`src/rtl/network_sdiv_16s_16s_16_seq_pkg.sv`:
```
// Shared constants, state encoding and magnitude helper for the sequential
// signed divider.
package network_div_pkg;

  localparam int DATA_WIDTH = 16;
  localparam int CNT_W      = $clog2(DATA_WIDTH);

  localparam logic [DATA_WIDTH-1:0] QMAX = 16'h7FFF;
  localparam logic [DATA_WIDTH-1:0] QMIN = 16'h8000;

  typedef enum logic [1:0] {
    IDLE = 2'd0,
    CALC = 2'd1,
    FIX  = 2'd2,
    DONE = 2'd3
  } div_state_t;

  // One extra bit so that |-32768| is exact.
  function automatic logic [DATA_WIDTH:0] mag_ext(input logic [DATA_WIDTH-1:0] v);
    logic [DATA_WIDTH:0] ext;
    ext = {v[DATA_WIDTH-1], v};
    if (v[DATA_WIDTH-1]) begin
      mag_ext = -ext;
    end else begin
      mag_ext = ext;
    end
  endfunction

endpackage

```
`src/rtl/network_sdiv_16s_16s_16_seq_if.sv`:
```
// Operand/result handshake bundle for the sequential signed divider.
interface network_sdiv_16s_16s_16_seq_if;

  logic                                  in_valid;
  logic                                  in_ready;
  logic [network_div_pkg::DATA_WIDTH-1:0] din0;
  logic [network_div_pkg::DATA_WIDTH-1:0] din1;
  logic                                  out_valid;
  logic                                  out_ready;
  logic [network_div_pkg::DATA_WIDTH-1:0] dout;
  logic [network_div_pkg::DATA_WIDTH-1:0] rem;
  logic                                  dbz;

  modport master (
    output in_valid, din0, din1, out_ready,
    input  in_ready, out_valid, dout, rem, dbz
  );

  modport slave (
    input  in_valid, din0, din1, out_ready,
    output in_ready, out_valid, dout, rem, dbz
  );

endinterface

```
`src/rtl/network_sdiv_16s_16s_16_seq_step.sv`:
```
// One radix-2 restoring step: shift in the next dividend bit, trial-subtract
// the divisor, keep the difference only when it does not borrow.
module network_sdiv_step #(
  parameter int W = 16
) (
  input  logic [W:0] rem_in,
  input  logic       bit_in,
  input  logic [W:0] divisor,
  output logic [W:0] rem_out,
  output logic       q_bit
);

  logic [W+1:0] shifted_s;
  logic [W+1:0] diff_s;

  // Partial remainder stays below the divisor, so the shifted value never
  // overflows W+1 bits and diff_s[W+1] is a clean borrow.
  always_comb begin
    shifted_s = {rem_in, bit_in};
    diff_s    = shifted_s - {1'b0, divisor};
    q_bit     = ~diff_s[W+1];
    if (q_bit) begin
      rem_out = diff_s[W:0];
    end else begin
      rem_out = shifted_s[W:0];
    end
  end

endmodule

```
`src/rtl/network_sdiv_16s_16s_16_seq.sv`:
```
// Sequential signed 16/16 divider: magnitudes in, one quotient bit per clock,
// a sign-fix cycle, then the result is held until the consumer takes it.
module network_sdiv_16s_16s_16_seq
  import network_div_pkg::*;
(
  input  logic                            ap_clk,
  input  logic                            ap_rst_n,
  network_sdiv_16s_16s_16_seq_if.slave    bus
);

  localparam int W = DATA_WIDTH;
  localparam logic [CNT_W-1:0] LAST = CNT_W'(DATA_WIDTH - 1);

  div_state_t        state_r, state_next_s;
  logic [CNT_W-1:0]  cnt_r;
  logic [W-1:0]      dvd_r;
  logic [W:0]        dvs_r;
  logic [W:0]        part_r;
  logic              sign_q_r, sign_r_r, dbz_pend_r;
  logic              in_ready_r, out_valid_r, dbz_r;
  logic [W-1:0]      dout_r, rem_r;

  logic              accept_s, div_zero_s;
  logic [W:0]        mag0_s, mag1_s, step_rem_s;
  logic              step_q_s;

  assign accept_s   = (state_r == IDLE) && bus.in_valid;
  assign div_zero_s = (bus.din1 == {W{1'b0}});
  assign mag0_s     = mag_ext(bus.din0);
  assign mag1_s     = mag_ext(bus.din1);

  network_sdiv_step #(.W(W)) u_step (
    .rem_in  (part_r),
    .bit_in  (dvd_r[W-1]),
    .divisor (dvs_r),
    .rem_out (step_rem_s),
    .q_bit   (step_q_s)
  );

  // Next-state decode.
  always_comb begin
    state_next_s = state_r;
    case (state_r)
      IDLE: begin
        if (accept_s) begin
          state_next_s = div_zero_s ? FIX : CALC;
        end else begin
          state_next_s = IDLE;
        end
      end
      CALC: begin
        if (cnt_r == LAST) begin
          state_next_s = FIX;
        end else begin
          state_next_s = CALC;
        end
      end
      FIX: state_next_s = DONE;
      DONE: begin
        if (bus.out_ready) begin
          state_next_s = IDLE;
        end else begin
          state_next_s = DONE;
        end
      end
      default: state_next_s = IDLE;
    endcase
  end

  // State register and handshake flags, decoded from the next state.
  always_ff @(posedge ap_clk or negedge ap_rst_n) begin
    if (!ap_rst_n) begin
      state_r     <= IDLE;
      in_ready_r  <= 1'b1;
      out_valid_r <= 1'b0;
    end else begin
      state_r     <= state_next_s;
      in_ready_r  <= (state_next_s == IDLE);
      out_valid_r <= (state_next_s == DONE);
    end
  end

  // Operand capture, iteration datapath and sign fix-up of the results.
  always_ff @(posedge ap_clk or negedge ap_rst_n) begin
    if (!ap_rst_n) begin
      cnt_r      <= {CNT_W{1'b0}};
      dvd_r      <= {W{1'b0}};
      dvs_r      <= {(W+1){1'b0}};
      part_r     <= {(W+1){1'b0}};
      sign_q_r   <= 1'b0;
      sign_r_r   <= 1'b0;
      dbz_pend_r <= 1'b0;
      dbz_r      <= 1'b0;
      dout_r     <= {W{1'b0}};
      rem_r      <= {W{1'b0}};
    end else begin
      case (state_r)
        IDLE: begin
          if (accept_s) begin
            dvd_r      <= mag0_s[W-1:0];
            dvs_r      <= mag1_s;
            // On divide-by-zero the dividend goes straight out as remainder.
            part_r     <= div_zero_s ? mag0_s : {(W+1){1'b0}};
            sign_q_r   <= bus.din0[W-1] ^ bus.din1[W-1];
            sign_r_r   <= bus.din0[W-1];
            dbz_pend_r <= div_zero_s;
            dbz_r      <= 1'b0;
            cnt_r      <= {CNT_W{1'b0}};
          end
        end
        CALC: begin
          part_r <= step_rem_s;
          dvd_r  <= {dvd_r[W-2:0], step_q_s};
          cnt_r  <= cnt_r + 1'b1;
        end
        FIX: begin
          if (dbz_pend_r) begin
            dout_r <= sign_r_r ? QMIN : QMAX;
            dbz_r  <= 1'b1;
          end else begin
            dout_r <= sign_q_r ? -dvd_r : dvd_r;
            dbz_r  <= 1'b0;
          end
          rem_r <= sign_r_r ? -part_r[W-1:0] : part_r[W-1:0];
        end
        DONE: begin
          dbz_r <= dbz_r;
        end
        default: begin
          cnt_r <= {CNT_W{1'b0}};
        end
      endcase
    end
  end

  assign bus.in_ready  = in_ready_r;
  assign bus.out_valid = out_valid_r;
  assign bus.dout      = dout_r;
  assign bus.rem       = rem_r;
  assign bus.dbz       = dbz_r;

endmodule
```
`src/flat_wrapper.sv`:
```
// flat-port wrapper written by rule: the top's interface ports become plain ports
module network_sdiv_16s_16s_16_seq_flat import network_div_pkg::*;
  (ap_clk, ap_rst_n, bus_in_valid, bus_din0, bus_din1, bus_out_ready, bus_in_ready, bus_out_valid, bus_dout, bus_rem, bus_dbz);
  network_sdiv_16s_16s_16_seq_if bus_i ();
  input  logic ap_clk;
  input  logic ap_rst_n;
  input wire logic [$bits(bus_i.in_valid)-1:0] bus_in_valid;
  input wire logic [$bits(bus_i.din0)-1:0] bus_din0;
  input wire logic [$bits(bus_i.din1)-1:0] bus_din1;
  input wire logic [$bits(bus_i.out_ready)-1:0] bus_out_ready;
  output wire logic [$bits(bus_i.in_ready)-1:0] bus_in_ready;
  output wire logic [$bits(bus_i.out_valid)-1:0] bus_out_valid;
  output wire logic [$bits(bus_i.dout)-1:0] bus_dout;
  output wire logic [$bits(bus_i.rem)-1:0] bus_rem;
  output wire logic [$bits(bus_i.dbz)-1:0] bus_dbz;
  assign bus_i.in_valid = bus_in_valid;
  assign bus_i.din0 = bus_din0;
  assign bus_i.din1 = bus_din1;
  assign bus_i.out_ready = bus_out_ready;
  assign bus_in_ready = bus_i.in_ready;
  assign bus_out_valid = bus_i.out_valid;
  assign bus_dout = bus_i.dout;
  assign bus_rem = bus_i.rem;
  assign bus_dbz = bus_i.dbz;
  network_sdiv_16s_16s_16_seq u_core (.ap_clk(ap_clk), .ap_rst_n(ap_rst_n), .bus(bus_i));
endmodule
```
`config.mk`:
```
export PLATFORM = sky130hd
export DESIGN_NAME = network_sdiv_16s_16s_16_seq_flat
export DESIGN_NICKNAME = d
export VERILOG_FILES = /design/src/rtl/network_sdiv_16s_16s_16_seq_pkg.sv /design/src/rtl/network_sdiv_16s_16s_16_seq_if.sv /design/src/rtl/network_sdiv_16s_16s_16_seq_step.sv /design/src/rtl/network_sdiv_16s_16s_16_seq.sv /design/src/flat_wrapper.sv
export SDC_FILE = /design/constraint.sdc
export NUM_CORES = 1
export LEC_CHECK = 0
export ABC_AREA = 1
export CAP_MARGIN = 30
export CORE_MARGIN = 3
export CORE_UTILIZATION = 40
export DETAILED_ROUTE_END_ITERATION = 7
export GPL_TIMING_DRIVEN = 0
export RECOVER_POWER = 50
export SETUP_SLACK_MARGIN = 0.3
export SLEW_MARGIN = 30
export SYNTH_ARGS = -nofsm -noshare
export SYNTH_HDL_FRONTEND = slang
export SYNTH_SLANG_ARGS = --single-unit
```
`constraint.sdc`:
```
create_clock -name ap_clk -period 5.2 [get_ports ap_clk]
set_input_delay 1.04 -clock ap_clk [delete_from_list [all_inputs] [get_ports ap_clk]]
set_output_delay 1.04 -clock ap_clk [all_outputs]
set_load 0.1 [all_outputs]
```
==> flow_metrics.py <==
metrics = {
    "critical_path": {
        "endpoint_kind": "output port",
        "max_stage_delay_ps": 1130,
        "cp_cell_sequence": "clkdlybuf4s50_1",
        "startpoint": "u_core.bus.in_ready",
        "r2r_start": "u_core.state_r[0]",
        "cp.arrival_ps": 2010,
        "path_class": "flip-flop to output port",
        "required_ps": 4160,
        "path_buf_inv": 1,
        "critPathSlowestCell": "clkdlybuf4s50_1",
        "startpoint_type": "flip-flop",
        "critPathMaxFanout": 1,
        "critPathTopFamily": "buffers and inverters",
    },
    "sta": {
        "final.hold.worst_slack_ps": 483,
        "max_freq_ghz": 0.328,
        "rsz0062_at_grt": "no",
        "fin_ws_ps": 2150,
        "relSlewSlack": -0.475,
        "slew_viol_final": 40,
        "hold_viol_final": 0,
        "skew_ps": 13.0,
        "setup_viol": 0,
        "max_slew.worst_pin.slew_ps": 2210,
        "min_period_ps": 3050,
        "fin_crit_sh": 0.586,
    },
    "synth": {
        "synth_top_flop_cell": "dfrtp_1",
        "ys_types": 48,
        "avgSynthCellArea_sq_um": 7.35,
        "syn_nets": 922,
        "ys_ff_latch": 94,
        "async_flop_share": 1.00,
        "ys_warn_count": 0,
        "postSynthCellCount": 863,
        "synth-edff-count": 0,
        "syn_area_sq_mm": 0.00634,
        "yosysSeqAreaShare": 0.371,
    },
    "cts": {
        "cts_buffer_depth": 2,
        "insertion_delay_ps": 370,
        "cts_tree": "yes",
        "cts.clk_slew.worst_paths_ps": 70,
        "post_cts_buffers": 0,
        "cts_sinks": 94,
        "cts_hold_buf": 0,
        "post_cts_resized": 0,
        "cts_htree_levels": 3,
        "cts_made_buffers": 9,
        "clockRootBuffer": "clkbuf_16",
    },
    "place": {
        "port_buffers": 69,
        "dp.final_hpwl_um": 14000,
        "gp_congestion": 0.886,
        "pre_cts_slack_ps": 2090,
    },
    "global_route": {
        "gr-total-overflow": 0,
        "grt_antenna_before_repair": 0,
        "grt_start_max_net_pins": 56,
        "grt_use_total": 0.206,
        "first_global_vias": 5587,
        "grt_pass1_wl_um": 29000,
    },
    "die": {
        "start_util": 0.413,
        "num_rows": 45,
        "die_w_um": 132,
        "dieArea_sq_mm": 0.0174,
        "io_pins": 71,
        "die_h_um": 132,
        "coreArea_sq_mm": 0.0154,
    },
    "status": {
        "status": "finished with violations",
        "violations": "capacitance limit, slew limit",
    },
    "finish": {
        "fin_nets": 1003,
        "drive_above_1_share": 0.0695,
        "synthToLayoutAreaGrowth_pct": 20.1,
        "antenna_cells": 0,
        "fill_cells": 1593,
    },
    "flow_run": {
        "cap_violations": 1,
    },
    "route": {
        "postRouteAntennaNets": 0,
        "avgRoutedWirePerCell_um": 15.2,
        "wirelength_um": 17600,
        "dr.pass1.iters": 5,
        "vias": 5915,
        "first_iter_violations": 411,
        "drc_errors": 0,
        "routed_via_density": 5.10,
    },
    "min_path": {
        "hold_path_class": "flip-flop to flip-flop",
        "hp-start": "u_core.dvs_r[6]",
    },
}
state kept, by name (all words and copies together), names as in the netlist:
register	count
u_core.bus.dout	16
u_core.state_r	2
u_core.bus.out_valid	1
u_core.part_r	17
u_core.sign_q_r	1
u_core.bus.in_ready	1
u_core.sign_r_r	1
u_core.bus.rem	16
u_core.dvs_r	17
u_core.cnt_r	4
u_core.bus.dbz	1
u_core.dbz_pend_r	1
u_core.dvd_r	16
cell families after synthesis:
family,after synthesis,synth area share
simple gates,377,0.261
mux,1,0.00158
buf+inv,143,0.0886
flops,94,0.371
xor+xnor,36,0.0497
fa+ha+maj,23,0.0465
compound gates,189,0.181
final cells by class:
cell class,instances,area (sq um),share of cell area
Buffer,30,138,0.0181
Clock buffer,9,225,0.0296
Clock inverter,7,78.8,0.0103
Inverter,113,424,0.0557
Multi-Input combinational cell,626,3420,0.449
Sequential cell,94,2350,0.309
Tap cell,211,264,0.0347
Timing Repair Buffer,70,712,0.0935
metrics by stage:
step,TNS (ps),area [sq um],utilization,instances
floorplan,0,6340,-,863
global placement,-45260,7300,0.475,1143
detailed placement,0,7330,0.477,1144
CTS,0,7630,0.496,1160
global route,0,7620,0.496,1160
finish,0,7620,0.496,1160
layout by cell type (no fill, tap or decap), drive strengths merged:
master	n
a21o	1
a21oi	58
a22o	1
a22oi	4
a31oi	3
and2	1
buf	12
bufinv	1
clkbuf	29
clkdlybuf4s50	67
clkinv	1
clkinvlp	2
dfrtp	93
dfstp	1
dlygate4sd3	1
fa	1
ha	22
inv	116
mux2i	1
nand2	198
nand3	67
nand3b	3
nand4	7
nor2	85
nor3	12
nor4	1
o211ai	15
o21ai	83
o21bai	4
o221ai	12
o22ai	3
o31ai	5
or2	3
xnor2	10
xor2	26
synth_stat cells, types with 4 or more instances:
cell type	n	share of area
a21oi_1	56	0.044
a22oi_1	4	0.0047
buf_2	8	0.0063
clkbuf_1	19	0.011
dfrtp_1	93	0.37
ha_1	22	0.043
inv_1	107	0.063
inv_2	6	0.0036
nand2_1	191	0.11
nand3_1	63	0.050
nand4_1	7	0.0069
nor2_1	81	0.048
nor3_1	10	0.0079
o211ai_1	5	0.0059
o211ai_2	10	0.020
o21ai_0	75	0.059
o21ai_1	6	0.0047
o221ai_1	12	0.017
o31ai_1	5	0.0059
xnor2_1	10	0.014
xor2_1	26	0.036
layer usage:
layer / GRT usage / routed length (um) / vias up
li1: - / - / 3015
met1: 0.289 / 8620 / 2744
met2: 0.333 / 8030 / 142
met3: 0.0351 / 749 / 14
met4: 0.0502 / 245 / 0
met5: 0 / 0 / -
final timing paths:
check,depth (start not counted),end,slack (ps)
min in group asynchronous,1,u_core.bus.dout[14],1320
max in group asynchronous,1,u_core.bus.rem[15],2600
setup reg to reg,6,u_core.bus.dout[15],2750
hold / removal,2,u_core.dvs_r[6],480
hold reg to reg,2,u_core.dvs_r[6],480
setup / recovery,1,bus_in_ready,2150
Power is not shown: default switching activity piles up to over one toggle a cycle in this logic, so the estimate is an artifact.
